--- config.mk ---
export PLATFORM = sky130hd
export DESIGN_NAME = regfile_wb_arbiter_flat
export DESIGN_NICKNAME = d
export VERILOG_FILES = /design/src/rtl/regfile_wb_arbiter_if.sv /design/src/rtl/regfile_wb_arbiter.sv /design/src/flat_wrapper.sv
export SDC_FILE = /design/constraint.sdc
export NUM_CORES = 1
export LEC_CHECK = 0
export CORE_MARGIN = 1.5
export CORE_UTILIZATION = 35
export DETAILED_ROUTE_END_ITERATION = 10
export PLACE_DENSITY = 0.8
export SKIP_CTS_REPAIR_TIMING = 1
export SYNTH_ARGS = -nofsm -noshare
export SYNTH_HDL_FRONTEND = slang
export SYNTH_SLANG_ARGS = --single-unit
--- constraint.sdc ---
create_clock -name clk_i -period 2.45 [get_ports clk_i]
set_clock_uncertainty 0.2 [all_clocks]
set_input_delay 0.245 -clock clk_i [delete_from_list [all_inputs] [get_ports clk_i]]
set_output_delay 0.245 -clock clk_i [all_outputs]
set_load 0.02 [all_outputs]
--- src/rtl/regfile_wb_arbiter_if.sv ---
// regfile_wb_arbiter_if
//   Bundles the writeback request bus and the register file write port.
//   master : writeback sources (drive requests, see grants/stall/write port)
//   slave  : the arbiter
//   req_valid_i/req_addr_i/req_data_i : per-requester request, k at [5k+:5]/[32k+:32]
//   req_ready_o : one-hot-or-zero grant, stall_o : pipeline stall
//   RegWrite_o/RDaddr_o/RDdata_o : registered register file write port
interface regfile_wb_arbiter_if #(
    parameter int NUM_REQ = 3
);
    logic [NUM_REQ-1:0]    req_valid_i;
    logic [5*NUM_REQ-1:0]  req_addr_i;
    logic [32*NUM_REQ-1:0] req_data_i;
    logic [NUM_REQ-1:0]    req_ready_o;
    logic                  stall_o;
    logic                  RegWrite_o;
    logic [4:0]            RDaddr_o;
    logic [31:0]           RDdata_o;

    modport master (
        output req_valid_i, req_addr_i, req_data_i,
        input  req_ready_o, stall_o, RegWrite_o, RDaddr_o, RDdata_o
    );

    modport slave (
        input  req_valid_i, req_addr_i, req_data_i,
        output req_ready_o, stall_o, RegWrite_o, RDaddr_o, RDdata_o
    );
endinterface

--- src/rtl/regfile_wb_arbiter.sv ---
// regfile_wb_arbiter
//   Shares the single register file write port among NUM_REQ writeback
//   sources. Requester 0 (pipeline WB) wins over the multi-cycle units
//   unless one of them has been blocked MAX_WAIT cycles; the multi-cycle
//   units share round-robin. The write port is registered (1-cycle latency).
//   Ports: clk_i, rst_i (sync, active-high), bus (regfile_wb_arbiter_if.slave).

// Per-requester blocked-cycle counter (4-bit, saturating).
module regfile_wb_arbiter_wait_cnt #(
    parameter int MAX_WAIT = 4
) (
    input  logic clk_i,
    input  logic rst_i,
    input  logic valid,
    input  logic granted,
    output logic starving
);
    logic [3:0] cnt;

    always_ff @(posedge clk_i) begin
        if (rst_i)                 cnt <= '0;
        else if (!valid || granted) cnt <= '0;
        else if (cnt != 4'hF)      cnt <= cnt + 4'd1;
    end

    assign starving = valid && (cnt >= 4'(MAX_WAIT));
endmodule

module regfile_wb_arbiter #(
    parameter int NUM_REQ  = 3,
    parameter int MAX_WAIT = 4,
    parameter bit DROP_R0  = 1'b1
) (
    input  logic                 clk_i,
    input  logic                 rst_i,
    regfile_wb_arbiter_if.slave  bus
);
    localparam int PW     = $clog2(NUM_REQ);
    localparam int STAGES = 1;

    typedef struct packed {
        logic [4:0]  addr;
        logic [31:0] data;
    } wr_req_t;

    wr_req_t [NUM_REQ-1:0] req;
    logic    [NUM_REQ-1:0] valid;
    logic    [NUM_REQ-1:0] starving;
    logic    [NUM_REQ-1:0] gnt;
    logic    [PW-1:0]      gnt_idx;
    logic                  gnt_vld;
    logic    [PW-1:0]      rr_ptr;
    logic    [STAGES:0]    vld_pipe;
    logic    [4:0]         wr_addr;
    logic    [31:0]        wr_data;

    assign valid = bus.req_valid_i;

    // Requester 0 never starves; it already has priority.
    assign starving[0] = 1'b0;

    genvar k;
    generate
        for (k = 0; k < NUM_REQ; k++) begin : g_req
            assign req[k].addr = bus.req_addr_i[5*k +: 5];
            assign req[k].data = bus.req_data_i[32*k +: 32];
        end
        for (k = 1; k < NUM_REQ; k++) begin : g_wait
            regfile_wb_arbiter_wait_cnt #(.MAX_WAIT(MAX_WAIT)) u_wait (
                .clk_i    (clk_i),
                .rst_i    (rst_i),
                .valid    (valid[k]),
                .granted  (gnt[k]),
                .starving (starving[k])
            );
        end
    endgenerate

    // Both the starvation scan and the round-robin scan walk requesters
    // 1..NUM_REQ-1 starting at rr_ptr, so they share one loop.
    always_comb begin
        logic          starve_hit, rr_hit;
        logic [PW-1:0] starve_sel, rr_sel;
        starve_hit = 1'b0;
        rr_hit     = 1'b0;
        starve_sel = '0;
        rr_sel     = '0;
        gnt        = '0;
        gnt_idx    = '0;
        gnt_vld    = 1'b0;
        for (int i = 0; i < NUM_REQ-1; i++) begin
            int idx;
            idx = int'(rr_ptr) + i;
            if (idx > NUM_REQ-1) idx = idx - (NUM_REQ-1);
            if (!starve_hit && starving[idx]) begin
                starve_hit = 1'b1;
                starve_sel = idx[PW-1:0];
            end
            if (!rr_hit && valid[idx]) begin
                rr_hit = 1'b1;
                rr_sel = idx[PW-1:0];
            end
        end
        if (!rst_i) begin
            if (starve_hit) begin
                gnt_vld = 1'b1;
                gnt_idx = starve_sel;
            end else if (valid[0]) begin
                gnt_vld = 1'b1;
                gnt_idx = '0;
            end else if (rr_hit) begin
                gnt_vld = 1'b1;
                gnt_idx = rr_sel;
            end
        end
        if (gnt_vld) gnt[gnt_idx] = 1'b1;
    end

    assign bus.req_ready_o = gnt;
    assign bus.stall_o     = valid[0] && !gnt[0] && !rst_i;

    always_ff @(posedge clk_i) begin
        if (rst_i)
            rr_ptr <= PW'(1);
        else if (gnt_vld && gnt_idx != '0)
            rr_ptr <= (gnt_idx == PW'(NUM_REQ-1)) ? PW'(1) : gnt_idx + PW'(1);
    end

    // Writes to r0 are accepted but suppressed at the write enable.
    assign vld_pipe[0] = gnt_vld && !(DROP_R0 && req[gnt_idx].addr == 5'd0);

    always_ff @(posedge clk_i) begin
        if (rst_i) begin
            vld_pipe[STAGES:1] <= '0;
            wr_addr            <= '0;
            wr_data            <= '0;
        end else begin
            vld_pipe[STAGES:1] <= vld_pipe[STAGES-1:0];
            if (gnt_vld) begin
                wr_addr <= req[gnt_idx].addr;
                wr_data <= req[gnt_idx].data;
            end
        end
    end

    assign bus.RegWrite_o = vld_pipe[STAGES];
    assign bus.RDaddr_o   = wr_addr;
    assign bus.RDdata_o   = wr_data;
endmodule

--- src/flat_wrapper.sv ---
// flat-port wrapper written by rule: the top's interface ports become plain ports
module regfile_wb_arbiter_flat 
#(
    parameter int NUM_REQ  = 3,
    parameter int MAX_WAIT = 4,
    parameter bit DROP_R0  = 1'b1
)
  (clk_i, rst_i, bus_req_valid_i, bus_req_addr_i, bus_req_data_i, bus_req_ready_o, bus_stall_o, bus_RegWrite_o, bus_RDaddr_o, bus_RDdata_o);
  regfile_wb_arbiter_if #(.NUM_REQ(NUM_REQ)) bus_i ();
  input  logic clk_i;
  input  logic rst_i;
  input wire logic [$bits(bus_i.req_valid_i)-1:0] bus_req_valid_i;
  input wire logic [$bits(bus_i.req_addr_i)-1:0] bus_req_addr_i;
  input wire logic [$bits(bus_i.req_data_i)-1:0] bus_req_data_i;
  output wire logic [$bits(bus_i.req_ready_o)-1:0] bus_req_ready_o;
  output wire logic [$bits(bus_i.stall_o)-1:0] bus_stall_o;
  output wire logic [$bits(bus_i.RegWrite_o)-1:0] bus_RegWrite_o;
  output wire logic [$bits(bus_i.RDaddr_o)-1:0] bus_RDaddr_o;
  output wire logic [$bits(bus_i.RDdata_o)-1:0] bus_RDdata_o;
  assign bus_i.req_valid_i = bus_req_valid_i;
  assign bus_i.req_addr_i = bus_req_addr_i;
  assign bus_i.req_data_i = bus_req_data_i;
  assign bus_req_ready_o = bus_i.req_ready_o;
  assign bus_stall_o = bus_i.stall_o;
  assign bus_RegWrite_o = bus_i.RegWrite_o;
  assign bus_RDaddr_o = bus_i.RDaddr_o;
  assign bus_RDdata_o = bus_i.RDdata_o;
  regfile_wb_arbiter #(.NUM_REQ(NUM_REQ), .MAX_WAIT(MAX_WAIT), .DROP_R0(DROP_R0)) u_core (.clk_i(clk_i), .rst_i(rst_i), .bus(bus_i));
endmodule
==> out/qor.yml <==
ys_top_cells_by_area: "dfxtp_1 42%, a222oi_1 12%, a211oi_1 7.3%"
cts.clk_slew.worst_paths_ns: 0.08
syn_area_per_cell_sq_um: 8.82
timing.rr.end: "u_core.bus.RegWrite_o$_SDFF_PP0_"
synth_top_area_share_pct: 42.2
antenna_found_initial: 0
synthFlopType: "dfxtp_1"
critPathTopFamily: "compound AO/OA/AOI/OAI gates"
rsz0062_at_grt: "no"
place_congestion: 0.902
combPwrFrac_pct: 28.9
use_met3_pct: 6.53
min_path_type: "in2reg"
avgViaCountPerCell: 5.58
drtAntennaViolNets: 0
core_area_sq_mm: 0.00631
diodes: 0
crit_path_start: "bus_req_valid_i[0]"
synth.distinct_cells: 35
intPower_mw: 1.40
synth_fp_nets: 376
cts_buffers: 5
clock_sinks: 48
worstMarginPinSlew_ns: 0.413
first_iter_violations: 232
reg2reg_depth: 6
cpPeakStageDelay_ns: 0.53
final_cells: 496
hp-start: "rst_i"
power_frac_seq_pct: 45.3
cp_max_fo: 17
grt_use_met2_pct: 40.8
routedWlPerCell_um: 16.6
setup_viol: 0
cp_cell_sequence: "clkdlybuf4s50_1 > nor2_1 > a2111oi_2 > nor4b_4 > buf_4 > a222oi_1 > a311oi_1"
vdd.ir_drop.worst_v: 0.000248
placed_cells: 488
cp.required_ns: 2.41
via_count: 2770
io_buffers: 157
cts_tree: "built"
synth_common_cells: "48 x dfxtp_1, 36 x nor2_1, 30 x nand2_1"
r2r_start: "u_core.g_wait[2].u_wait.cnt[2]$_SDFFE_PP0P_"
fin_nets: 536
h-tree-depth: 2
overflow: 0
grt_max_degree: 36
max-slew-margin-rel_pct: 72.4
async_flop_share_pct: 0
finalCritPeriodShare_pct: 90.3
area_growth_pct: 79.9
critical_path_buf_inv_count: 2
hpwl_um: 6230
start_util_pct: 36.0
synth_edf_count: 0
met1_usage_pct: 27.5
whs_path_depth: 2
arrival_ns: 2.18
clock_power_share_pct: 25.8
synthCells: 258
syn_area_sq_mm: 0.00227
busiest_layer: "met2"
die_height_um: 83.6
synth-seq-cells: 48
grt_usage_pct: 23.5
crit_cells: 7
hold_viol: 0
insertion_delay_ns: 0.30
slew_viol_final: 0
switching_power_mw: 0.516
final_core_util_pct: 64.8
start_kind: "primary input"
firstDrtPassIters: 7
ys_warn_count: 0
max_cap_violations: 0
yosys.area.top_type: "dfxtp_1"
cts_root_buf: "clkbuf_8"
pin_count: 158
post-route-min-period_ns: 2.21
grt_pass1_vias: 2772
cpMaxStageDelayCell: "clkdlybuf4s50_1"
cp-end-kind: "flop"
p_sw_share_pct: 27.0
rows: 29
yosysMostFrequentCell: "dfxtp_1"
min_to: "u_core.bus.RDdata_o[9]$_SDFFE_PP0P_"
power.density_mw_per_mm2: 467
drc: 0
reg2reg_slack_ns: 0.25
fmax_mhz: 452
status: "completed"
drt_wl_total_um: 8240
drive_above_1_share_pct: 8.11
die_w_um: 83.6
grt_pass1_wl_um: 13400
p_leak_nw: 1.61
critical_path_class: "in2reg"
clockBufferDepth: 2
seq_area_frac_synth_pct: 42.2
die_area_sq_mm: 0.00699
## cells by family after synthesis
logic type               share of synthesized area [%]
adder cells (fa/ha/maj)                           1.10
flip-flops                                        42.2
multiplexers                                     0.880
AO/OA/AOI/OAI                                     30.5
AND/OR/NAND/NOR                                   19.3
buffers and inverters                             5.28
XOR/XNOR                                         0.770
## how the worst max path moves through the flow
| stage | end |
|---|---|
| finish | u_core.bus.RegWrite_o$_SDFF_PP0_ |
| global route | u_core.bus.RegWrite_o$_SDFF_PP0_ |
| CTS | bus_stall_o |
| detailed placement | bus_stall_o |
| global placement | bus_stall_o |
| floorplan | bus_req_ready_o[1] |
## cells in the final DEF, fill, tap and decap left out, drive strengths merged, types with 2 or more instances in the layout
cell / synthesis / layout
buf: 12 / 22
dfxtp: 48 / 48
nor4b: 2 / 2
a31oi: 2 / 2
nor3b: 8 / 8
nor2: 37 / 37
o31ai: 7 / 7
a22oi: 2 / 2
o21ai: 3 / 3
dlymetal6s2s: 0 / 4
a21oi: 17 / 17
clkdlybuf4s50: 0 / 152
xnor2: 2 / 2
clkbuf: 13 / 8
mux2i: 2 / 2
a311oi: 3 / 3
nand3: 4 / 4
ha: 2 / 2
a211oi: 22 / 22
nand2: 30 / 30
a222oi: 28 / 28
nor3: 2 / 2
## registers in the layout, indices dropped and copies added (netlist names)
name / count
u_core.bus.RegWrite_o: 1
u_core.bus.RDdata_o: 32
u_core.g_wait.u_wait.cnt: 8
u_core.rr_ptr: 2
u_core.bus.RDaddr_o: 5
## stage by stage
| stage | hold slack, ns | setup WS (ns) | power (mW) | instance area [sq um] | TNS [ns] |
|---|---|---|---|---|---|
| finish | 0.0829 | 0.237 | 1.91 | 4090 | 0 |
| global route | 0.0841 | 0.0699 | 2.01 | 4090 | 0 |
| CTS | 0.0664 | -0.122 | 1.93 | 4080 | -0.269 |
| floorplan | 0.153 | 0.361 | 1.09 | 2270 | 0 |
| detailed placement | 0.290 | -0.102 | 1.44 | 3990 | -0.434 |
| global placement | 0.285 | -0.0918 | 1.43 | 3990 | -0.181 |
## power groups by stage
stage	Combinational (mW)	Sequential, mW	Clock [mW]
6_report	0.554	0.866	0.493
5_1_grt	0.589	0.875	0.548
4_1_cts	0.558	0.866	0.510
3_5_place_dp	0.555	0.884	0
3_3_place_gp	0.548	0.881	0
2_1_floorplan	0.154	0.939	0
## layer usage
| metal | up-vias | part of all wire (%) |
|---|---|---|
| li1 | 1319 | - |
| met1 | 1278 | 38 |
| met5 | - | 0 |
| met3 | 16 | 11 |
| met2 | 157 | 48 |
| met4 | 0 | 2.5 |
## area by class of cell
| class | instances | area (sq um) |
|---|---|---|
| repair buffers | 178 | 1750 |
| clock buffers | 8 | 90.1 |
| well taps | 77 | 96.3 |
| fillers | 536 | 2220 |
| inverters | 1 | 3.75 |
| multi-input cells | 184 | 1190 |
| flip-flops and latches | 48 | 961 |
No activity file was read; power rests on OpenSTA's default activity.
